## src/rtl/masked_rand_source_if.sv

```systemverilog
// Seed-load / randomness-consumption bus of masked_rand_source.
// The master loads seeds and consumes words; the slave is the generator.
interface masked_rand_source_if;
    logic [92:0] seed;
    logic        seed_valid;
    logic        seed_ready;
    logic        en;
    logic [89:0] r_out;
    logic        r_valid;

    modport master (
        output seed,
        output seed_valid,
        output en,
        input  seed_ready,
        input  r_out,
        input  r_valid
    );

    modport slave (
        input  seed,
        input  seed_valid,
        input  en,
        output seed_ready,
        output r_out,
        output r_valid
    );
endinterface

```

## src/rtl/masked_rand_source.sv

```systemverilog
// Fresh-randomness source for the 3-share masked S-box pair: three 31-bit LFSRs, 30 steps per advance.
// Optional macro RNG_FREERUN_EN: in READY the LFSRs and r_out advance every cycle regardless of en.
module masked_rand_source #(
    parameter int WARMUP = 16
) (
    input  logic                  clk,
    input  logic                  rst,
    masked_rand_source_if.slave   bus
);

    typedef enum logic [1:0] {
        ST_IDLE   = 2'd0,
        ST_WARMUP = 2'd1,
        ST_READY  = 2'd2
    } state_t;

    typedef struct packed {
        logic [30:0] state;
        logic [29:0] bits;
    } adv_t;

    localparam logic [7:0] LAST_CNT = 8'(WARMUP - 1);

    // 30 unrolled steps of x^31+x^28+1; output bit k is the feedback of step k.
    function automatic adv_t lfsr_advance(input logic [30:0] s_in);
        adv_t        res;
        logic [30:0] s;
        logic        fb;
        s        = s_in;
        res.bits = '0;
        for (int k = 0; k < 30; k++) begin
            fb          = s[30] ^ s[27];
            res.bits[k] = fb;
            s           = {s[29:0], fb};
        end
        res.state = s;
        return res;
    endfunction

    // An all-zero slice would lock its LFSR, so it is replaced by 1.
    function automatic logic [30:0] zero_guard(input logic [30:0] v);
        return (v == '0) ? 31'h1 : v;
    endfunction

    state_t      state, state_nxt;
    logic [30:0] lfsr_a, lfsr_b, lfsr_c;
    logic [7:0]  cnt;
    logic [89:0] r_q;

    adv_t adv_a, adv_b, adv_c;
    logic handshake;
    logic consume;
    logic load, advance, capture, cnt_inc;

    assign adv_a = lfsr_advance(lfsr_a);
    assign adv_b = lfsr_advance(lfsr_b);
    assign adv_c = lfsr_advance(lfsr_c);

    // Handshake flags are pure decodes of the state register.
    assign bus.seed_ready = (state == ST_IDLE) || (state == ST_READY);
    assign bus.r_valid    = (state == ST_READY);
    assign bus.r_out      = r_q;

    assign handshake = bus.seed_valid && bus.seed_ready;

`ifdef RNG_FREERUN_EN
    assign consume = 1'b1;
`else
    assign consume = bus.en;
`endif

    // NOTE: sequential state uses non-blocking assignments so every register samples pre-edge values.
    always_ff @(posedge clk) begin
        if (rst) begin
            state <= ST_IDLE;
        end else begin
            state <= state_nxt;
        end
    end

    // NOTE: every output of this block gets a default first, so no path can infer a latch.
    always_comb begin
        state_nxt = state;
        load      = 1'b0;
        advance   = 1'b0;
        capture   = 1'b0;
        cnt_inc   = 1'b0;
        unique case (state)
            ST_IDLE: begin
                if (handshake) begin
                    load      = 1'b1;
                    state_nxt = ST_WARMUP;
                end
            end
            ST_WARMUP: begin
                advance = 1'b1;
                cnt_inc = 1'b1;
                if (cnt == LAST_CNT) begin
                    capture   = 1'b1;
                    state_nxt = ST_READY;
                end
            end
            ST_READY: begin
                // A reseed takes priority over consumption in the same cycle.
                if (handshake) begin
                    load      = 1'b1;
                    state_nxt = ST_WARMUP;
                end else if (consume) begin
                    advance = 1'b1;
                    capture = 1'b1;
                end
            end
            default: begin
                state_nxt = ST_IDLE;
            end
        endcase
    end

    always_ff @(posedge clk) begin
        if (rst) begin
            lfsr_a <= '0;
            lfsr_b <= '0;
            lfsr_c <= '0;
            cnt    <= '0;
            r_q    <= '0;
        end else begin
            if (load) begin
                lfsr_a <= zero_guard(bus.seed[30:0]);
                lfsr_b <= zero_guard(bus.seed[61:31]);
                lfsr_c <= zero_guard(bus.seed[92:62]);
                cnt    <= '0;
            end else begin
                if (advance) begin
                    lfsr_a <= adv_a.state;
                    lfsr_b <= adv_b.state;
                    lfsr_c <= adv_c.state;
                end
                if (cnt_inc) begin
                    cnt <= cnt + 8'd1;
                end
            end
            if (capture) begin
                r_q <= {adv_c.bits, adv_b.bits, adv_a.bits};
            end
        end
    end

endmodule
```

## src/flat_wrapper.sv

```systemverilog
// flat-port wrapper written by rule: the top's interface ports become plain ports
module masked_rand_source_flat 
#(
    parameter int WARMUP = 16
)
  (clk, rst, bus_seed, bus_seed_valid, bus_en, bus_seed_ready, bus_r_out, bus_r_valid);
  masked_rand_source_if bus_i ();
  input  logic clk;
  input  logic rst;
  input wire logic [$bits(bus_i.seed)-1:0] bus_seed;
  input wire logic [$bits(bus_i.seed_valid)-1:0] bus_seed_valid;
  input wire logic [$bits(bus_i.en)-1:0] bus_en;
  output wire logic [$bits(bus_i.seed_ready)-1:0] bus_seed_ready;
  output wire logic [$bits(bus_i.r_out)-1:0] bus_r_out;
  output wire logic [$bits(bus_i.r_valid)-1:0] bus_r_valid;
  assign bus_i.seed = bus_seed;
  assign bus_i.seed_valid = bus_seed_valid;
  assign bus_i.en = bus_en;
  assign bus_seed_ready = bus_i.seed_ready;
  assign bus_r_out = bus_i.r_out;
  assign bus_r_valid = bus_i.r_valid;
  masked_rand_source #(.WARMUP(WARMUP)) u_core (.clk(clk), .rst(rst), .bus(bus_i));
endmodule
```

## config.mk

```make
export PLATFORM = sky130hd
export DESIGN_NAME = masked_rand_source_flat
export DESIGN_NICKNAME = d
export VERILOG_FILES = /design/src/rtl/masked_rand_source_if.sv /design/src/rtl/masked_rand_source.sv /design/src/flat_wrapper.sv
export SDC_FILE = /design/constraint.sdc
export NUM_CORES = 1
export LEC_CHECK = 0
export BUFFER_PORTS_ARGS = -buffer_cell sky130_fd_sc_hd__buf_4
export CAP_MARGIN = 20
export CORE_AREA = 2 2 137 139
export DETAILED_ROUTE_END_ITERATION = 6
export DIE_AREA = 0 0 139 141
export PLACE_DENSITY = 0.85
export SLEW_MARGIN = 20
export SYNTH_ARGS = -nofsm -noshare
export SYNTH_HDL_FRONTEND = slang
export SYNTH_SLANG_ARGS = --single-unit
```

## constraint.sdc

```tcl
create_clock -name clk -period 1.77 [get_ports clk]
set_input_delay 0.354 -clock clk [delete_from_list [all_inputs] [get_ports clk]]
set_output_delay 0.354 -clock clk [all_outputs]
set_load 0.05 [all_outputs]
```

# Yosys cells after proc, flatten, opt, wreduce, memory -nomap -nowiden
# Index checks and enable logic that the tools add are counted.
# Widths: inputs -> output; s select.
[word_totals] wordCells=132 ff_bits=193 out_inout_bits=92 in_bits=97
[classes] eq_ne=5 n_mux=20 n_bitwise=90 n_reduce_logical=10 add_sub_neg=1
[ops] cell="$mux 31" n=9
[ops] cell="$logic_not 31->1" n=3
[ops] cell="$xor 1x1->1" n=90
[ops] cell="$add 8x1->8 const B" n=1
[ops] cell="$eq 8x4->1 const B" n=1
[ops] cell="$mux 1" n=6
[ops] cell="$mux 2" n=2
[ops] cell="$ne 2x1->1 const B" n=2
[ops] cell="$pmux 1 s2" n=2
[ops] cell="$pmux 2 s2" n=1
[ops] cell="$reduce_or 2->1" n=2
[ops] cell="$eq 2x1->1 const B" n=1
[ops] cell="$eq 2x2->1 const B" n=1
[ops] cell="$logic_not 2->1" n=1
[ops] cell="$reduce_and 2->1" n=1
[ops] cell="$reduce_bool 2->1" n=1
[ops] cell="$logic_and 1x1->1" n=1
[ops] cell="$logic_or 1x1->1" n=1

# Depth between registers and ports, before layout
# Gate-level depths: netlist of run 1.
[depth] word_depth=7 depth_mapped=9 ltp_nobuf=7

# Least setup slack after synthesis of run 1
# Ideal clock, no wire load.
[synth_path] path_kind="register to register" start="register u_core.state[0]" end="register u_core.lfsr_b[12]" n_path_buf=2 setup_time_ps=92 path_slack_ps=-498 path_stages_with_launch=9 arrival_time_ps=2176 path_cell_list="dfxtp_1 -> inv_1 -> ha_1 -> and3b_1 -> o21a_1 -> clkbuf_1 -> clkbuf_1 -> nor2_1 -> o32ai_1"
[synth_between] elab_chain_cells=6 word_cells_on_any_way=12
[synth_rtl] item="start, declared" line_no="masked_rand_source.sv:45" text="state_t state, state_nxt;"
[synth_rtl] item="start signal, assigned" line_no="masked_rand_source.sv:77" text="state <= state_nxt;"
[synth_rtl] item="$eq 2x2->1 *"
[synth_rtl] item="via bus_r_valid" line_no="flat_wrapper.sv:15" text="output wire logic [$bits(bus_i.r_valid)-1:0] bus_r_valid;"
[synth_rtl] item="$logic_or 1x1->1" line_no="masked_rand_source.sv:60" text="assign bus.seed_ready = (state == ST_IDLE) || (state == ST_READY);"
[synth_rtl] item="$logic_and 1x1->1" line_no="masked_rand_source.sv:64" text="assign handshake = bus.seed_valid && bus.seed_ready;"
[synth_rtl] item="$mux 1 (on tied branches)" line_no="masked_rand_source.sv:105, masked_rand_source.sv:90"
[synth_rtl] item="$pmux 1 s2 / $mux 1 (equally long branches)"
[synth_rtl] item="$reduce_bool 2->1 (no line) / $mux 31 (equally long branches)"
[synth_rtl] item="end signal, assigned" line_no="masked_rand_source.sv:129" text="lfsr_b <= zero_guard(bus.seed[61:31]);"
[synth_rtl] item="end signal, assigned" line_no="masked_rand_source.sv:135" text="lfsr_b <= adv_b.state;"
[synth_rtl] item="end, declared" line_no="masked_rand_source.sv:46" text="logic [30:0] lfsr_a, lfsr_b, lfsr_c;"
# The timed path passes the listed nets; every way through them passes the cells marked *.
# A chain may end at the register's enable or synchronous reset.

# Worst setup path after layout of run 1
[layout_path] start="register u_core.cnt[1]" end="register u_core.r_q[78] (netlist: u_core.bus.r_out[78])"
[layout_between] elab_chain_cells=3
[layout_rtl] item="start, declared" line_no="masked_rand_source.sv:47" text="logic [7:0] cnt;"
[layout_rtl] item="start signal, assigned" line_no="masked_rand_source.sv:139" text="cnt <= cnt + 8'd1;"
[layout_rtl] item="$eq 8x4->1" line_no="masked_rand_source.sv:98" text="if (cnt == LAST_CNT) begin"
[layout_rtl] item="$mux 1" line_no="masked_rand_source.sv:98"
[layout_rtl] item="$pmux 1 s2" line_no="masked_rand_source.sv:88" text="unique case (state)"
[layout_rtl] item="end signal, assigned" line_no="masked_rand_source.sv:143" text="r_q <= {adv_c.bits, adv_b.bits, adv_a.bits};"
[layout_rtl] item="end, declared" line_no="masked_rand_source.sv:48" text="logic [89:0] r_q;"
# No other way between the ends.

==> results of run 1 <==
==> critical path, stage by stage, from the launching register on <==
cell	delay, ns
dfxtp_2	0.36
ha_4	0.14
nand4b_1	0.09
or4_4	0.46
a21oi_4	0.18
buf_12	0.18
buf_16	0.19
nor2_1	0.08
a211oi_1	0.25
==> layout make-up <==
| type | instances | area, um2 | share of cell area |
|---|---|---|---|
| Inverter | 6 | 25.0 | 0.00203 |
| Timing Repair Buffer | 271 | 2570 | 0.209 |
| Clock buffer | 18 | 429 | 0.0348 |
| Multi-Input combinational cell | 724 | 5010 | 0.406 |
| Tap cell | 234 | 293 | 0.0237 |
| Clock inverter | 14 | 128 | 0.0104 |
| Sequential cell | 193 | 3870 | 0.314 |
==> worst paths after layout <==
check	from	endpoint	slack, ns	cells after the start
hold / removal	bus_seed[53]	u_core.lfsr_b[22]	0.19	3
hold reg to reg	u_core.bus.r_out[27]	u_core.bus.r_out[27]	0.50	2
setup / recovery	u_core.cnt[1]	u_core.bus.r_out[78]	-0.26	8
setup reg to reg	u_core.cnt[1]	u_core.bus.r_out[78]	-0.26	8
==> registers in the layout (all words and copies together) (netlist names) <==
name	cells
u_core.lfsr_c	31
u_core.cnt	8
u_core.state	2
u_core.lfsr_a	31
u_core.bus.r_out	90
u_core.lfsr_b	31
==> routing by layer <==
| layer | up-vias | routed length (um) | global-route usage |
|---|---|---|---|
| met3 | 46 | 1680 | 0.0493 |
| met5 | - | 0 | 0 |
| li1 | 3903 | - | - |
| met4 | 0 | 563 | 0.0723 |
| met1 | 3984 | 11300 | 0.303 |
| met2 | 297 | 13000 | 0.381 |
==> Yosys cell counts (2+ instances only) <==
| cell type | count |
|---|---|
| ha_1 | 4 |
| clkbuf_1 | 48 |
| xor2_1 | 58 |
| nor2b_1 | 2 |
| nor4_1 | 21 |
| or3_1 | 2 |
| a211oi_2 | 4 |
| mux2i_1 | 59 |
| nand2b_1 | 86 |
| o32ai_1 | 52 |
| a21oi_1 | 39 |
| nor3_1 | 8 |
| xnor2_1 | 37 |
| o22ai_1 | 32 |
| buf_2 | 16 |
| nand2_1 | 16 |
| a211oi_1 | 29 |
| a311oi_1 | 6 |
| dfxtp_1 | 193 |
| inv_1 | 6 |
| nand4_1 | 9 |
| o21ai_0 | 4 |
| nor2_1 | 245 |
| buf_6 | 6 |
| buf_1 | 3 |
==> where the power goes <==
group / internal [mW] / switching, mW / total (mW)
Clock: 1.95 / 1.76 / 3.72
Sequential: 4.53 / 0.229 / 4.76
Combinational: 0.833 / 0.965 / 1.80
==> repair_timing <==
action / 4_1_cts / 5_1_grt
resized for setup: 6 / 109
pin swaps: 1 / 50
buffers inserted: 3 / 8
endpoints found under the setup margin: 96 / 164
cloned: 0 / 16
==> cells by family (layout without fill, tap and decap cells) <==
logic type      Yosys count  count (layout)  synth area share
compound gates          172             172             0.142
xor+xnor                 95              95            0.0950
fa+ha+maj                 4               4           0.00571
simple gates            394             394             0.207
buf+inv                  80             309            0.0421
flops                   193             193             0.441
mux                      59              59            0.0674
==> per-stage QoR <==
step | setup TNS (ns) | power [mW]
2_1_floorplan | -3.63 | 5.73
3_3_place_gp | -6.68 | 6.29
3_5_place_dp | -11.45 | 6.32
4_1_cts | -12.17 | 10.0
5_1_grt | -30.60 | 10.6
6_report | -17.39 | 10.3
==> metrics.md, run 1 <==
| Metric | Value |
|---|---|
| Outcome | complete, but fails checks |
| Power per Cell Area | 834 nW/um2 |
| Post-Syn Instances | 997 |
| Main flop type after synthesis | dfxtp_1 |
| Startpoint types | flop |
| Routed Antenna Nets | 0 |
| Async SR Flop Fraction | 0 |
| DR iter-0 viols | 641 |
| Fill cells | 1374 |
| Clock-pin slew of the registers on the worst-case setup and hold paths | 0.07 ns |
| Fin crit share | 1.15 |
| Vias post-DR | 8230 |
| Hold Slack | 0.185 ns |
| Max-slew headroom | 0.565 |
| Post-synth top area share | 0.441 |
| Skew final | 0.0111 ns |
| Crit path capture type | flop |
| TritonCTS buffer count | 17 |
| Worst vdd ir | 0.000739 V |
| Post-Place Setup Slack | -0.200 ns |
| Vias per Instance | 5.64 |
| GPL Wtd Cong | 0.835 |
| Worst-Margin Slew | 0.648 ns |
| WL final | 26500 um |
| Final nets | 1314 |
| Final Hold Fails | 0 |
| Highest-count cells in the layout ignoring fill and taps | 228 x buf_4, 221 x nor2_1, 189 x dfxtp_1 |
| WP data required | 2.12 ns |
| Buffers added on ports | 188 |
| Clock Path Buffers | 2 |
| Cell Rows | 50 |
| Global route overflow | 0 |
| Post-route DRC | 0 |
| RSZ-0062 raised after global routing | true |
| Total GRT Usage | 0.230 |
| Seq/Total Area, Yosys | 0.441 |
| Avg Inst Size Synth | 8.79 um2 |
| Yosys Warn Count | 0 |
| Die height | 141 um |
| Commonest non-fill, non-tap cell in the layout | buf_4 |
| Largest fanout on the critical path | 32 |
| Dpl cell area | 10800 um2 |
| Placed cells | 1401 |
| Number of global-route vias before repair | 7438 |
| Max Fclk | 492 MHz |
| Min Clock Period, post-route | 2.03 ns |
| ANT cells | 0 |
| Finished Core Util | 0.675 |
| Hold Crit Class | in2reg |
| Post-Layout Cell Count | 1460 |
| Synth unique cells | 37 |
| CTS tree | built |
| Initial antenna violation count | 0 |
| Failing checks | setup timing |
| Post-route cell area | 12300 um2 |
| Worst path arrival time | 2.38 ns |
| Synth top area cells | dfxtp_1 44%, nor2_1 10%, mux2i_1 6.7% |
| Die Width | 139 um |
| Core area | 18300 um2 |
| Post-synth EDFFs | 0 |
| Ports | 189 |
| Largest net degree at the start of global routing | 101 |
| Root Buffer | clkbuf_16 |
| Setup violators final | 163 |
| Max-Cap Viols | 0 |
| Clk_lat worst skew | 0.44 ns |
| Synth Net Count | 1098 |
| Min setup slack post-route | -0.263 ns |
| Final Max Tran Viols | 0 |
| Share of cells above drive strength 1 | 0.319 |
| Global-route wire length before repair | 37000 um |
| Detailed Routing Iterations Pass 1 | 5 |
| CTS Hold Buffers Added | 0 |
| Initial Utilization | 0.480 |
| DIE AREA | 19600 um2 |
| Leakage Power | 4.85 nW |
| H-tree lvl count | 4 |
| Post-Syn Area | 8760 um2 |
| Avg WL per Cell | 18.2 um |
| CTS sink count | 193 |
| Detail Placement HPWL | 16400 um |
| Area leader, netlist | dfxtp_1 |
| Critical path type | reg2reg |
| Yosys reg bits | 193 |
| Area Growth Syn to Fin | 40.7% |
No activity file was read; power rests on OpenSTA's default activity.
==> inputs of run 2 (changes only) <==
Settings changed: CORE_AREA 2 2 137 139 to 2 2 143 145, DIE_AREA 0 0 139 141 to 0 0 145 147, MAX_ROUTING_LAYER set to met4, PLACE_DENSITY 0.85 to 0.8.
==> metrics.md, run 2 (synthesis results as in run 1) <==
| Metric | Value |
|---|---|
| Fin crit share | 1.15 |
| Total GRT Usage | 0.238 |
| Initial Utilization | 0.441 |
| CP Cell Sequence | inv_4 -> ha_4 -> and3b_2 -> o21ai_4 -> buf_6 -> buf_12 -> buf_8 -> buf_6 -> clkbuf_16 -> nor2_2 -> o32ai_1 |
| Routed Antenna Nets | 0 |
| Share of cells above drive strength 1 | 0.397 |
| Post-route DRC | 0 |
| Final nets | 1335 |
| TritonCTS buffer count | 17 |
| Outcome | complete, but fails checks |
| Vias post-DR | 8657 |
| Worst-Margin Slew | 0.466 ns |
| CTS sink count | 193 |
| Max-slew headroom | 0.687 |
| Max reg flops | 90 |
| Min setup slack post-route | -0.270 ns |
| Die Width | 145 um |
| Hold_sp | bus_seed[51] |
| Worst path most repeated cell | buf_6 |
| Hold Crit Class | in2reg |
| Logic pwr share | 0.195 |
| WP data required | 2.10 ns |
| RSZ-0062 raised after global routing | true |
| Detail Placement HPWL | 16500 um |
| Switching share of power | 0.305 |
| Number of global-route vias before repair | 7670 |
| Crit path capture type | flop |
| Global route overflow | 0 |
| Reg-to-reg setup timing slack | -0.27 ns |
| Setup violators final | 184 |
| Buffers added on ports | 188 |
| Ports | 189 |
| Max Fclk | 490 MHz |
| Psw | 3.36 mW |
| Area Growth Syn to Fin | 52.6% |
| Max-Cap Viols | 0 |
| Leakage Power | 5.19 nW |
| Flop pwr share | 0.434 |
| Final Max Tran Viols | 0 |
| R2R Path End | u_core.lfsr_b[6] |
| GPL Wtd Cong | 0.862 |
| H-tree lvl count | 4 |
| Startpoint types | flop |
| Worst path arrival time | 2.37 ns |
| Finished Core Util | 0.674 |
| CTS tree | built |
| DR iter-0 viols | 736 |
| Critical path type | reg2reg |
| Die height | 147 um |
| Fill cells | 1400 |
| Vias per Instance | 5.71 |
| Largest net degree at the start of global routing | 79 |
| Global-route wire length before repair | 40100 um |
| Worst reg2reg path depth | 11 |
| CP delay by family, top | buffers and inverters |
| Initial antenna violation count | 0 |
| Detailed Routing Iterations Pass 1 | 5 |
| Largest fanout on the critical path | 4 |
| Critical path startpoint | u_core.state[0] |
| Placed cells | 1425 |
| Clock network fraction of total power | 0.371 |
| ANT cells | 0 |
| Cell Rows | 52 |
| Failing checks | setup timing |
| DIE AREA | 21300 um2 |
| Hold depth | 3 |
| Avg WL per Cell | 20.1 um |
| Power per Cell Area | 825 nW/um2 |
| Commonest non-fill, non-tap cell in the layout | buf_4 |
| Core area | 19800 um2 |
| Skew final | 0.0173 ns |
| Peak per-stage delay on the critical path | 0.37 ns |
| Root Buffer | clkbuf_16 |
| Hold Path End | u_core.lfsr_b[20] |
| Launch point of the worst reg-to-reg path | u_core.state[0] |
| Hold Slack | 0.189 ns |
| WL final | 30500 um |
| Clk_lat worst skew | 0.45 ns |
| Clock Path Buffers | 2 |
| Highest-count cells in the layout ignoring fill and taps | 228 x buf_4, 189 x dfxtp_1, 182 x nor2_1 |
| Min Clock Period, post-route | 2.04 ns |
| Crit path buf inv count | 6 |
| Final Hold Fails | 0 |
| Worst vdd ir | 0.000685 V |
| Post-Layout Cell Count | 1517 |
| Slowest cell on crit path | dfxtp_4 |
| Clock-pin slew of the registers on the worst-case setup and hold paths | 0.08 ns |
| Internal power | 7.67 mW |
## run 2: changes by cell type in the layout (fill, tap and decap cells not counted), moves of 17 or more
cell and delta:
o32ai_1 -18, a21oi_2 +18, o32ai_2 +17, nor2_1 -39, a21oi_1 -19, nor2_4 +33
## run 2: layout make-up
class | instances | area, um2 | area share
Clock inverter | 15 | 193 | 0.0144
Multi-Input combinational cell | 724 | 5530 | 0.414
Inverter | 6 | 25.0 | 0.00187
Clock buffer | 17 | 425 | 0.0318
Sequential cell | 193 | 3870 | 0.290
Timing Repair Buffer | 292 | 2990 | 0.223
Tap cell | 270 | 338 | 0.0253
## run 2: through the flow
stage	area [um2]	worst slack, ns	total power, mW	setup TNS, ns
2_1_floorplan	8870	-0.0809	5.73	-3.63
3_3_place_gp	10700	-0.144	6.28	-8.41
3_5_place_dp	10700	-0.229	6.30	-13.77
4_1_cts	12100	-0.177	10.5	-13.02
5_1_grt	13400	-0.329	11.3	-38.89
6_report	13400	-0.270	11.0	-26.21
## run 2: worst max-delay path by stage
stage | cells after the start | endpoint
2_1_floorplan | 8 | u_core.bus.r_out[11]
3_3_place_gp | 7 | u_core.bus.r_out[47]
3_5_place_dp | 7 | u_core.bus.r_out[38]
4_1_cts | 8 | u_core.bus.r_out[52]
5_1_grt | 8 | u_core.bus.r_out[26]
6_report | 11 | u_core.lfsr_b[6]
## run 2: worst register-to-register path: stages, from the launching register on
cell	delay, ns
dfxtp_4	0.37
inv_4	0.04
ha_4	0.16
and3b_2	0.24
o21ai_4	0.18
buf_6	0.14
buf_12	0.12
buf_8	0.12
buf_6	0.10
clkbuf_16	0.14
nor2_2	0.05
o32ai_1	0.28
## run 2: power groups by stage
stage | Clock (mW) | Sequential [mW] | Combinational, mW
after floorplan | 0 | 4.80 | 0.935
after global placement | 0 | 4.84 | 1.44
after detailed placement | 0 | 4.85 | 1.46
after CTS | 4.09 | 4.75 | 1.61
after global routing | 4.28 | 4.80 | 2.27
final | 4.09 | 4.78 | 2.15
## run 2: timing repair
item / CTS / global route
hold buffers: 0 / 0
pin swaps: 27 / 121
resized for setup: 66 / 199
setup endpoints to repair: 117 / 185
buffers inserted: 20 / 21
cloned: 9 / 16
## run 2: routing by layer
layer | share of wire | vias up | GRT usage | wire [um]
li1 | - | 3941 | - | -
met1 | 0.40 | 4167 | 0.307 | 12200
met2 | 0.49 | 451 | 0.380 | 14900
met3 | 0.079 | 98 | 0.0438 | 2420
met4 | 0.029 | 0 | 0.0743 | 889
met5 | 0 | - | - | 0
==> inputs of run 3 (changes only) <==
Settings changed: CORE_AREA 2 2 143 145 to 2 2 117 176, DIE_AREA 0 0 145 147 to 0 0 119 178.
==> metrics.md, run 3 (synthesis results as in run 1) <==
| Metric | Value |
|---|---|
| Final nets | 1311 |
| Commonest non-fill, non-tap cell in the layout | buf_4 |
| Highest-count cells in the layout ignoring fill and taps | 222 x buf_4, 210 x nor2_1, 189 x dfxtp_1 |
| Global route overflow | 0 |
| TritonCTS buffer count | 17 |
| Ports | 189 |
| Skew final | 0.0136 ns |
| Largest net degree at the start of global routing | 68 |
| ANT cells | 0 |
| Outcome | complete, but fails checks |
| WP data required | 2.11 ns |
| Power per Cell Area | 832 nW/um2 |
| Clock-pin slew of the registers on the worst-case setup and hold paths | 0.08 ns |
| Hold Path End | u_core.lfsr_b[20] |
| Internal power | 7.30 mW |
| RSZ-0062 raised after global routing | true |
| WL final | 26300 um |
| Cell Rows | 63 |
| Buffers added on ports | 188 |
| Vias post-DR | 8211 |
| Min Clock Period, post-route | 2.02 ns |
| Failing checks | setup timing |
| Max-Cap Viols | 0 |
| Launch point of the worst reg-to-reg path | u_core.cnt[1] |
| Max Fclk | 494 MHz |
| CTS tree | built |
| Area of the multi-input gates | 5110 um2 |
| Psw | 3.09 mW |
| Worst vdd ir | 0.000710 V |
| Initial Utilization | 0.446 |
| Hold_sp | bus_seed[51] |
| Fill cells | 1490 |
| Max reg flops | 90 |
| Setup violators final | 165 |
| Root Buffer | clkbuf_16 |
| Global-route wire length before repair | 37300 um |
| Worst reg2reg path depth | 8 |
| Vias per Instance | 5.54 |
| DR iter-0 viols | 653 |
| CTS sink count | 193 |
| Min setup slack post-route | -0.255 ns |
| Detailed Routing Iterations Pass 1 | 6 |
| Worst path arrival time | 2.36 ns |
| Worst-Margin Slew | 0.547 ns |
| Clk_lat worst skew | 0.44 ns |
| Clock network fraction of total power | 0.365 |
| Routed Antenna Nets | 0 |
| Fin crit share | 1.14 |
| Avg WL per Cell | 17.7 um |
| Leakage Power | 4.87 nW |
| Area Growth Syn to Fin | 42.5% |
| Critical path type | reg2reg |
| Number of global-route vias before repair | 7592 |
| Die Width | 119 um |
| Die height | 178 um |
| Flop pwr share | 0.459 |
| Post-Layout Cell Count | 1483 |
| Detail Placement HPWL | 16900 um |
| Post-Place Setup Slack | -0.172 ns |
| Peak per-stage delay on the critical path | 0.44 ns |
| Switching share of power | 0.297 |
| Placed cells | 1423 |
| FF+latch area | 3870 um2 |
| Final Max Tran Viols | 0 |
| Setup TNS | -16.71 ns |
| Total GRT Usage | 0.225 |
| Reg-to-reg setup timing slack | -0.25 ns |
| Finished Core Util | 0.636 |
| Share of cells above drive strength 1 | 0.334 |
| H-tree lvl count | 4 |
| Hold depth | 3 |
| Logic pwr share | 0.175 |
| Crit path capture type | flop |
| Startpoint types | flop |
| Clock Path Buffers | 2 |
| Initial antenna violation count | 0 |
| DIE AREA | 21200 um2 |
| CP delay by family, top | simple AND/OR/NAND/NOR gates |
| Hold Crit Class | in2reg |
| R2R Path End | u_core.bus.r_out[81] |
| Largest fanout on the critical path | 25 |
| Crit path buf inv count | 2 |
| Core area | 19600 um2 |
| Final Hold Fails | 0 |
| Post-route DRC | 0 |
| Pwr Total | 10.4 mW |
| GPL Wtd Cong | 0.925 |
| Max-slew headroom | 0.633 |
| CTS Hold Buffers Added | 0 |
| CP Cell Sequence | ha_4 -> nand4b_1 -> or4_4 -> a21oi_4 -> buf_4 -> buf_16 -> nor2_1 -> a211oi_1 |
| Slowest cell on crit path | or4_4 |
run 3: cell types whose count changed in the layout (fill, tap and decap cells not counted), moves of 9 or more:
cell / previous run / this run
buf_16: 10 / 1
o32ai_2: 34 / 22
nor2_4: 51 / 21
buf_6: 15 / 4
o32ai_1: 17 / 30
a21oi_1: 5 / 18
a21oi_2: 32 / 19
nor2_1: 182 / 210
run 3: how the worst max path moves through the flow:
stage                  startpoint                    to  slack, ns  cells past startpoint
floorplan           u_core.cnt[1]  u_core.bus.r_out[11]      -0.08                      8
global placement    u_core.cnt[1]  u_core.bus.r_out[13]      -0.13                      7
detailed placement  u_core.cnt[1]  u_core.bus.r_out[28]      -0.17                      7
CTS                 u_core.cnt[1]  u_core.bus.r_out[25]      -0.19                      8
global route        u_core.cnt[1]  u_core.bus.r_out[81]      -0.34                      8
finish              u_core.cnt[1]  u_core.bus.r_out[81]      -0.25                      8
run 3: power groups by stage:
| stage | logic, mW | clock network [mW] | registers (mW) |
|---|---|---|---|
| 6_report | 1.82 | 3.79 | 4.77 |
| 2_1_floorplan | 0.935 | 0 | 4.80 |
| 5_1_grt | 1.94 | 4.01 | 4.79 |
| 3_5_place_dp | 1.47 | 0 | 4.85 |
| 3_3_place_gp | 1.45 | 0 | 4.84 |
| 4_1_cts | 1.50 | 3.81 | 4.74 |
run 3: area by class of cell:
cell class                      count  share of cell area
Sequential cell                   193               0.310
Clock buffer                       18              0.0352
Timing Repair Buffer              268               0.206
Tap cell                          260              0.0261
Clock inverter                     14              0.0116
Inverter                            6             0.00200
Multi-Input combinational cell    724               0.409
run 3: timing repair:
action / in CTS / in global routing
gates cloned: 2 / 10
pin swaps: 2 / 66
endpoints found under the setup margin: 100 / 170
resized for setup: 13 / 129
setup buffers: 3 / 14
run 3: worst min-delay path: cells and delay by family:
kind	cells	cell delay [ns]
AO/OA/AOI/OAI	1	0.10
buffers and inverters	1	0.08
AND/OR/NAND/NOR	1	0.04
run 3: stage by stage:
step                      cell area (um2)  hold slack, ns
final                               12500           0.183
after global routing                12500           0.185
after CTS                           11500           0.173
after detailed placement            10800           0.483
after global placement              10800           0.479
after floorplan                      8870           0.458
run 3: per-layer routing:
metal  GRT usage  up-vias  wire length (um)
met1       0.241     3934             10000
met2       0.404      310             14100
met4       0.101        0               965
met3      0.0432       77              1240
li1            -     3890                 -
met5           -        -                 0
